[src/rtl/bufferm_ctrl_pkg.sv]
`default_nettype none
// ============================================================================
//  Module      : bufferm_ctrl_pkg
//  Description : Shared definitions for the bufferM read controller: FSM
//                state encoding and skid FIFO sizing constants.
//  Revision    : 1.0 - initial release
// ============================================================================
package bufferm_ctrl_pkg;

    // Depth of the output skid FIFO. Two entries cover the one-cycle bufferM
    // read latency so the controller can stream one word per cycle.
    localparam int SKID_DEPTH = 2;

    // Width of an occupancy counter able to hold 0..SKID_DEPTH.
    localparam int SKID_CNT_W = $clog2(SKID_DEPTH + 1);

    typedef enum logic [1:0] {
        IDLE  = 2'd0,
        ISSUE = 2'd1,
        DRAIN = 2'd2
    } state_t;

endpackage
`default_nettype wire

[src/rtl/bufferm_skid_fifo.sv]
`default_nettype none
// ============================================================================
//  Module      : bufferm_skid_fifo
//  Description : Small synchronous FIFO buffering words returned by bufferM
//                until the consumer accepts them. The head word is presented
//                combinationally on head_data.
//  Revision    : 1.0 - initial release
//
//  Ports
//    clk        : clock, rising edge
//    reset      : synchronous active-high reset, empties the FIFO
//    push       : write push_data this cycle
//    push_data  : word to store
//    pop        : remove the head word this cycle
//    head_data  : current head word (stale/zero when empty)
//    full       : FIFO holds SKID_DEPTH words
//    empty      : FIFO holds no words
//    count      : current occupancy
// ============================================================================
module bufferm_skid_fifo
    import bufferm_ctrl_pkg::*;
#(
    parameter int dataLen = 32
) (
    input  logic                  clk,
    input  logic                  reset,
    input  logic                  push,
    input  logic [dataLen-1:0]    push_data,
    input  logic                  pop,
    output logic [dataLen-1:0]    head_data,
    output logic                  full,
    output logic                  empty,
    output logic [SKID_CNT_W-1:0] count
);

    // Pointers wrap naturally because SKID_DEPTH is a power of two.
    localparam int c_PTR_W = (SKID_DEPTH > 1) ? $clog2(SKID_DEPTH) : 1;

    logic [dataLen-1:0]    r_mem [SKID_DEPTH];
    logic [c_PTR_W-1:0]    r_wr_ptr;
    logic [c_PTR_W-1:0]    r_rd_ptr;
    logic [SKID_CNT_W-1:0] r_count;

    logic w_push_en;
    logic w_pop_en;

    assign empty     = (r_count == '0);
    assign full      = (r_count == SKID_CNT_W'(SKID_DEPTH));
    assign count     = r_count;
    assign head_data = r_mem[r_rd_ptr];

    // A push into a full FIFO is only accepted when a pop frees a slot in
    // the same cycle.
    assign w_pop_en  = pop && !empty;
    assign w_push_en = push && (!full || w_pop_en);

    always_ff @(posedge clk) begin
        if (reset) begin
            r_wr_ptr <= '0;
            r_rd_ptr <= '0;
            r_count  <= '0;
            for (int i = 0; i < SKID_DEPTH; i++) begin
                r_mem[i] <= '0;
            end
        end else begin
            if (w_push_en) begin
                r_mem[r_wr_ptr] <= push_data;
                r_wr_ptr        <= r_wr_ptr + c_PTR_W'(1);
            end
            if (w_pop_en) begin
                r_rd_ptr <= r_rd_ptr + c_PTR_W'(1);
            end
            case ({w_push_en, w_pop_en})
                2'b10:   r_count <= r_count + SKID_CNT_W'(1);
                2'b01:   r_count <= r_count - SKID_CNT_W'(1);
                default: r_count <= r_count;
            endcase
        end
    end

endmodule
`default_nettype wire

[src/rtl/bufferm_rd_ctrl.sv]
`default_nettype none
// ============================================================================
//  Module      : bufferm_rd_ctrl
//  Description : Burst read controller for bufferM. On a start pulse it
//                issues count consecutive read addresses (wrapping modulo
//                2^addrLen), captures the data returned one cycle later into
//                a skid FIFO and delivers it on a valid/ready stream. Reads
//                are only issued when a FIFO slot is guaranteed for the
//                returning word, so nothing is ever dropped.
//  Revision    : 1.0 - initial release
//
//  Ports
//    clk        : clock, rising edge
//    reset      : synchronous active-high reset, aborts any burst silently
//    start      : burst request, sampled only while idle
//    base_addr  : first bufferM address of the burst
//    count      : words to read, 0..2^addrLen
//    rd_addr    : read address to bufferM
//    rom_data   : bufferM read data, valid the cycle after rd_addr
//    out_data   : delivered word
//    out_valid  : out_data holds an undelivered word
//    out_ready  : consumer accept
//    busy       : burst in progress
//    done       : one-cycle pulse when a burst completes
// ============================================================================
module bufferm_rd_ctrl
    import bufferm_ctrl_pkg::*;
#(
    parameter int addrLen = 10,
    parameter int dataLen = 32
) (
    input  logic               clk,
    input  logic               reset,
    input  logic               start,
    input  logic [addrLen-1:0] base_addr,
    input  logic [addrLen:0]   count,
    output logic [addrLen-1:0] rd_addr,
    input  logic [dataLen-1:0] rom_data,
    output logic [dataLen-1:0] out_data,
    output logic               out_valid,
    input  logic               out_ready,
    output logic               busy,
    output logic               done
);

    localparam logic [addrLen-1:0] c_ADDR_ONE   = {{(addrLen-1){1'b0}}, 1'b1};
    localparam logic [addrLen:0]   c_REMAIN_ONE = {{addrLen{1'b0}}, 1'b1};
    // One extra bit so fifo count + in-flight word cannot overflow.
    localparam int                 c_OCC_W      = SKID_CNT_W + 1;

    state_t               r_state;
    state_t               w_next_state;
    logic [addrLen-1:0]   r_addr;
    logic [addrLen:0]     r_remain;
    logic                 r_inflight;
    logic                 r_done;

    logic                 w_issue;
    logic                 w_done_next;
    logic                 w_pop;
    logic                 w_push;
    logic                 w_credit_ok;
    logic [c_OCC_W-1:0]   w_occ;

    logic                 w_fifo_full;
    logic                 w_fifo_empty;
    logic [SKID_CNT_W-1:0] w_fifo_cnt;

    assign rd_addr   = r_addr;
    assign busy      = (r_state != IDLE);
    assign done      = r_done;
    assign out_valid = !w_fifo_empty;
    assign w_pop     = out_valid && out_ready;

    // Projected FIFO occupancy once the word already in flight lands and
    // this cycle's pop (if any) leaves. A new read is issued only when its
    // data will still find a free slot next cycle.
    assign w_occ       = c_OCC_W'(w_fifo_cnt) + c_OCC_W'(r_inflight) - c_OCC_W'(w_pop);
    assign w_credit_ok = (w_occ < c_OCC_W'(SKID_DEPTH));

    // The credit scheme keeps this push always accepted; the full check only
    // keeps the FIFO consistent if that invariant were ever violated.
    assign w_push = r_inflight && (!w_fifo_full || w_pop);

    always_comb begin
        w_next_state = r_state;
        w_issue      = 1'b0;
        w_done_next  = 1'b0;
        case (r_state)
            IDLE: begin
                if (start) begin
                    if (count != '0) begin
                        w_next_state = ISSUE;
                    end else begin
                        // Empty burst completes immediately.
                        w_done_next = 1'b1;
                    end
                end
            end
            ISSUE: begin
                if (w_credit_ok) begin
                    w_issue = 1'b1;
                    if (r_remain == c_REMAIN_ONE) begin
                        w_next_state = DRAIN;
                    end
                end
            end
            DRAIN: begin
                // No read in flight and nothing left to deliver.
                if (!r_inflight && (w_fifo_cnt == '0)) begin
                    w_next_state = IDLE;
                    w_done_next  = 1'b1;
                end
            end
            default: begin
                w_next_state = IDLE;
            end
        endcase
    end

    always_ff @(posedge clk) begin
        if (reset) begin
            r_state    <= IDLE;
            r_addr     <= '0;
            r_remain   <= '0;
            r_inflight <= 1'b0;
            r_done     <= 1'b0;
        end else begin
            r_state    <= w_next_state;
            r_inflight <= w_issue;
            r_done     <= w_done_next;
            if ((r_state == IDLE) && start) begin
                r_addr   <= base_addr;
                r_remain <= count;
            end else if (w_issue) begin
                r_addr   <= r_addr + c_ADDR_ONE;
                r_remain <= r_remain - c_REMAIN_ONE;
            end
        end
    end

    bufferm_skid_fifo #(
        .dataLen (dataLen)
    ) u_skid_fifo (
        .clk       (clk),
        .reset     (reset),
        .push      (w_push),
        .push_data (rom_data),
        .pop       (w_pop),
        .head_data (out_data),
        .full      (w_fifo_full),
        .empty     (w_fifo_empty),
        .count     (w_fifo_cnt)
    );

endmodule
`default_nettype wire
[config.mk]
export PLATFORM = sky130hd
export DESIGN_NAME = bufferm_rd_ctrl
export DESIGN_NICKNAME = d
export VERILOG_FILES = /design/src/rtl/bufferm_ctrl_pkg.sv /design/src/rtl/bufferm_skid_fifo.sv /design/src/rtl/bufferm_rd_ctrl.sv
export SDC_FILE = /design/constraint.sdc
export NUM_CORES = 1
export LEC_CHECK = 0
export ABC_AREA = 1
export CELL_PAD_IN_SITES_DETAIL_PLACEMENT = 1
export CELL_PAD_IN_SITES_GLOBAL_PLACEMENT = 2
export CORE_UTILIZATION = 33
export DETAILED_ROUTE_END_ITERATION = 10
export GPL_TIMING_DRIVEN = 0
export PLACE_DENSITY_LB_ADDON = 0.05
export SETUP_SLACK_MARGIN = 0.5
export SLEW_MARGIN = 20
export SYNTH_ARGS = -nofsm -noshare
export SYNTH_HDL_FRONTEND = slang
export SYNTH_SLANG_ARGS = --single-unit
[constraint.sdc]
create_clock -name clk -period 4.4 [get_ports clk]
set_clock_uncertainty 0.1 [all_clocks]
set_input_delay 0.88 -clock clk [delete_from_list [all_inputs] [get_ports clk]]
set_output_delay 0.88 -clock clk [all_outputs]
set_load 0.03 [all_outputs]
==> out/results.tsv <==
metric	value	unit
grt_busiest_layer	met2	
fin_crit	3.17	ns
drcViolationCount	0	
numClockSinks	94	
area.growth.synth_to_final	34.3	%
synthMostInstantiatedCell	nor2_1	
hold_start	r_remain[1]	
core_region_area	13400	µm²
cts_max_level	3	
synth_flop_cell	edfxtp_1	
start_kind	register	
ir_worst_vdd	0.000157	V
endpoint_kind	output pin	
grt_util_all_layers	17.3	%
diodes	0	
r2r_cells	18	
ios	102	
dp_hpwl	8.62	mm
synth.area.top_cells	edfxtp_1, dfxtp_1, nor2_1, mux2_2, nand2_1	
io_buffers	101	
path_max_fanout	10	
cts_setup_buffers	0	
synth_edf_count	64	
core.rowCount	42	
ff_latch_area	2520	µm²
rsz0062_at_grt	false	
vias_per_cell	4.61	
final-setup-viol-count	0	
syn-cell-area	4600	µm²
grt_pass1_vias	3864	
drtIter0Drc	101	
timing.rr.start	u_skid_fifo.count[1]	
worst_pin_slew	0.597	ns
clockBufferDepth	2	
p_leak	0.00262	µW
final.period_utilization	71.9	%
avgSynthCellArea	9.19	µm²
holdPathEnd	r_remain[1]	
hold_viol	0	
drv_cap	0	
required	3.42	ns
timing.rr.end	r_remain[3]	
grt_overflow	0	
wl_per_cell	14.5	µm
multi_input_area	1720	µm²
drive_above_1_share	14.5	%
dr.pass1.iters	4	
final.setup.tns	0	ns
initial_utilization	34.4	%
clkTransAtPathRegs	0.06	ns
met3_usage	2.66	%
numCtsBuffers	9	
synth_cell_type_count	30	
powerDensity	472	nW/µm²
max_slew_margin	60.2	%
ys_seq_elements	94	
fp.dieW	120	µm
syn_nets	564	
antenna_left	0	
grt_util_met2	31.3	%
cts_tree	yes	
synth_cells	501	
cts-root-buf	clkbuf_16	
gp_congestion	0.789	
n_fill_cell	1556	
ctsHoldBuffers	0	
synth_top_area_cell	edfxtp_1	
grt_max_degree	22	
met1_usage	20.6	%
fin_cells	796	
grt_pass1_wl	19.1	mm
reg2reg_slack	1.65	ns
die_area	14400	µm²
cts_resized	0	
hold_class	reg2reg	
chipHeight	120	µm
clk_latency	0.35	ns
synth_top_cell_area_share	41.7	%
async_flop_share	0	%
synthTopCellsByCount	nor2_1, nand2_1, inv_1	
num_vias	3670	
wl	11.5	mm
ys_warn_count	0	
dpl.cell_count	780	
antenna_found_initial	0	
status	finished, final reports clean	
fin_nets	678	
arrival	2.19	ns
ys_seq_area_share	54.8	%
max_freq	316	MHz
drv_slew	0	
crit_type	reg2out	
worst_hold_path.num_cells	2	
## cell type report
type / instances / share of cell area (%)
Clock inverter: 7 / 1.03
Buffer: 17 / 1.72
Clock buffer: 9 / 3.64
Multi-Input combinational cell: 320 / 27.8
Tap cell: 176 / 3.56
Sequential cell: 94 / 40.8
Timing Repair Buffer: 103 / 17.2
Inverter: 70 / 4.25
## state kept, by name (all words and copies together), names as in the netlist, named ones only
signal and cells:
done 1, r_inflight 1, r_remain 11, r_state 2
rd_addr 10, u_skid_fifo.count 2, u_skid_fifo.r_mem 64, u_skid_fifo.r_rd_ptr 1
u_skid_fifo.r_wr_ptr 1
## layer usage
metal | up-vias | share of wire, %
met5 | - | 0
met4 | 0 | 1.5
met3 | 12 | 3.3
met2 | 74 | 52
met1 | 1734 | 43
li1 | 1850 | -
## worst max path at each step
stage / from / endpoint / slack, ns / depth (start not counted)
2_1_floorplan: out_ready / rd_addr[5] / 1.67 / 15
3_3_place_gp: reset / u_skid_fifo.r_mem[1][12] / 0.06 / 5
3_5_place_dp: reset / u_skid_fifo.r_mem[1][12] / 0.82 / 6
4_1_cts: register / out_data[3] / 1.16 / 4
5_1_grt: reset / u_skid_fifo.r_mem[1][18] / 1.06 / 6
6_report: register / out_data[22] / 1.23 / 4
## worst max-delay path: stages (launching register included)
cell             delay (ns)
dfxtp_1                0.33
clkbuf_1               0.21
buf_2                  0.31
mux2_2                 0.38
clkdlybuf4s50_1        0.60
## power by group
group	internal (µW)	leakage (µW)	switching (µW)
Clock	437	0.000141	335
Sequential	1050	0.000909	64.0
Combinational	423	0.00157	612
Total	1910	0.00262	1010
## layout by cell type, fill, tap and decap left out, types with 3 or more instances in the layout
cell type and instances:
nand4_1 4, xor2_1 5, nor2_2 13, clkdlybuf4s50_1 101, nand2_2 8, nand3_1 26
nand2_1 78, o21ai_1 4, buf_6 4, nor2_1 97, inv_1 66, clkbuf_1 3
buf_2 10, ha_1 5, edfxtp_1 64, inv_2 3, mux2_2 32, o21ai_0 17
dfxtp_1 30, clkinv_1 3, clkbuf_16 9, a21oi_1 19
## cell families after synthesis
family                   count (synthesis)  synth area share (%)
adder cells (fa/ha/maj)                  6                  1.79
AO/OA/AOI/OAI                           43                  4.81
buffers and inverters                   87                  8.02
multiplexers                            33                  8.04
flip-flops                              94                  54.8
AND/OR/NAND/NOR                        233                  21.6
XOR/XNOR                                 5                 0.951
## metrics by stage
step	total power, µW	hold WS [ns]	utilization (%)	area (µm²)	setup WS (ns)
floorplan	1790	0.326	-	4600	1.67
global placement	2150	0.339	43.5	5840	0.0648
detailed placement	2180	0.356	44.0	5900	0.819
CTS	2960	0.371	46.2	6180	1.16
global route	3080	0.380	46.2	6180	1.06
finish	2920	0.366	46.2	6180	1.23
Power figures use the tool's default switching activity.
==> RTL edit (same settings) <==
`dataLen` is set to 32 in 2 places; all go to 64.
--- a/src/rtl/bufferm_skid_fifo.sv
+++ b/src/rtl/bufferm_skid_fifo.sv
@@ -20,7 +20,7 @@
 module bufferm_skid_fifo
     import bufferm_ctrl_pkg::*;
 #(
-    parameter int dataLen = 32
+    parameter int dataLen = 64
 ) (
     input  logic                  clk,
     input  logic                  reset,
--- a/src/rtl/bufferm_rd_ctrl.sv
+++ b/src/rtl/bufferm_rd_ctrl.sv
@@ -27,7 +27,7 @@
     import bufferm_ctrl_pkg::*;
 #(
     parameter int addrLen = 10,
-    parameter int dataLen = 32
+    parameter int dataLen = 64
 ) (
     input  logic               clk,
     input  logic               reset,
Interface: changed (resized out_data and rom_data); port bits go from 102 to 166. No check against the original RTL was run, so the function may have changed too.
==> RTL edit against the original RTL <==
Sequential cell count grew 64; non-clock buffer count rose by 76; design area rose by 66%; area after synthesis is 65% higher; setup slack worse by 0.34 ns; routed wire length increased by 67%; power grew 66%; clock power is 85% higher; critical endpoint is now out_data[46]; largest cell class unchanged.
==> RTL edit: results (changes against the original RTL) <==
- First-pass GRT wire length: 30860 um (+62%)
- Via density: 4.583 (-0.60%)
- Multi-input logic area: 2585 um^2 (+50%)
- Compound-Gate Fraction of Synth Area: 2.891% (-1.9 points)
- DP Worst Slack: 0.7551 ns (-0.06381 ns)
- Synth cell count leaders: nor2_1, edfxtp_1, inv_1
- Post-synth EDFFs: 128 (+100%)
- CTS Buf Count: 17 (+8)
- Tap cells: 285 (+62%)
- Internal power: 3.208 mW (+68%)
- Final Net Count: 996 (+47%)
- # fillers: 2473 (+59%)
- WL per Instance: 16.08 um (+11%)
- Largest register FFs: 128 (+100%)
- DR WL met3: 571 um (+49%)
- Synth Net Count: 810 (+44%)
- # clk buffers: 19 (+10)
- Register bit total from synthesis: 158 (+68%)
- Outcome: finished, final reports clean
- Vias in the first global route: 6067 (+57%)
- Multi-In Gates: 422 (+32%)
- 1st-iter DRT viols: 217 (+110%)
- Share of layout cells above drive strength 1: 18.49% (+4.0 points)
- XOR/XNOR Fraction of Synth Area: 0.2300% (-0.72 points)
- Post-synthesis adder-cell area fraction: 1.084% (-0.71 points)
- Metal2 WL: 10040 um (+67%)
- Top post-synthesis cells by area: edfxtp_1, mux2_2, dfxtp_1, nor2_1, nor2_4
- Crit path DAT: 2.53 ns (+0.34 ns)
- Signal buf overhead: 18.56% (-0.40 points)
- Mean Syn Cell Area: 10.65 um^2 (+16%)
- Part of the Yosys area used for sequential elements: 58.35% (+3.6 points)
- Worst skew pair latency: 0.42 ns (+0.07 ns)
- Tightest Pin Transition: 0.7389 ns (+0.1420 ns)
- Clock network area share: 5.528% (+0.85 points)
- Peak supply drop: 219.9 uV (+40%)
- Unique masters post-synth: 28 (-6.7%)
RTL edit: cell count changes in the layout (fill, tap and decap cells not counted), moves of 8 or more:
cell	before	now
clkbuf_16	9	17
nand3_1	26	37
inv_1	66	105
nor2_1	97	130
buf_2	10	18
mux2_2	32	64
nand2_1	78	87
edfxtp_1	64	128
clkdlybuf4s50_1	101	165
nor2_4	0	37
nor2_2	13	4
RTL edit: final timing paths:
path / startpoint / endpoint / slack (ns) / cells after the start
worst max register to register: u_skid_fifo.count[1]$_SDFFE_PP0P_ / r_remain[8]$_SDFFE_PP0P_ / 1.49 / 17
worst min-delay path: u_skid_fifo.r_rd_ptr$_SDFFE_PP0P_ / flop / 0.36 / 1
worst min register to register: u_skid_fifo.r_rd_ptr$_SDFFE_PP0P_ / flop / 0.36 / 1
worst max-delay path: flop / out_data[46] / 0.89 / 4
RTL edit: per-layer routing:
metal	track usage (%)	vias up
met5	0	-
li1	-	2703
met1	20.23	2677
met4	4.667	0
met3	3.354	11
met2	30.87	104
RTL edit: critical path: stages (launching register included):
cell             delay [ns]
dfxtp_1                0.30
clkbuf_1               0.44
buf_2                  0.37
mux2_2                 0.38
clkdlybuf4s50_1        0.62
RTL edit: kinds of logic after synthesis:
family                   count (synthesis)
AND/OR/NAND/NOR                        309
flip-flops                             158
buffers and inverters                  135
multiplexers                            64
AO/OA/AOI/OAI                           41
adder cells (fa/ha/maj)                  6
XOR/XNOR                                 2
RTL edit: power groups by stage:
stage	combinational, mW	sequential (mW)	clock, mW
floorplan	0.972	1.90	0
global placement	1.55	1.88	0
detailed placement	1.59	1.88	0
CTS	1.60	1.85	1.48
global route	1.70	1.87	1.53
finish	1.57	1.85	1.43
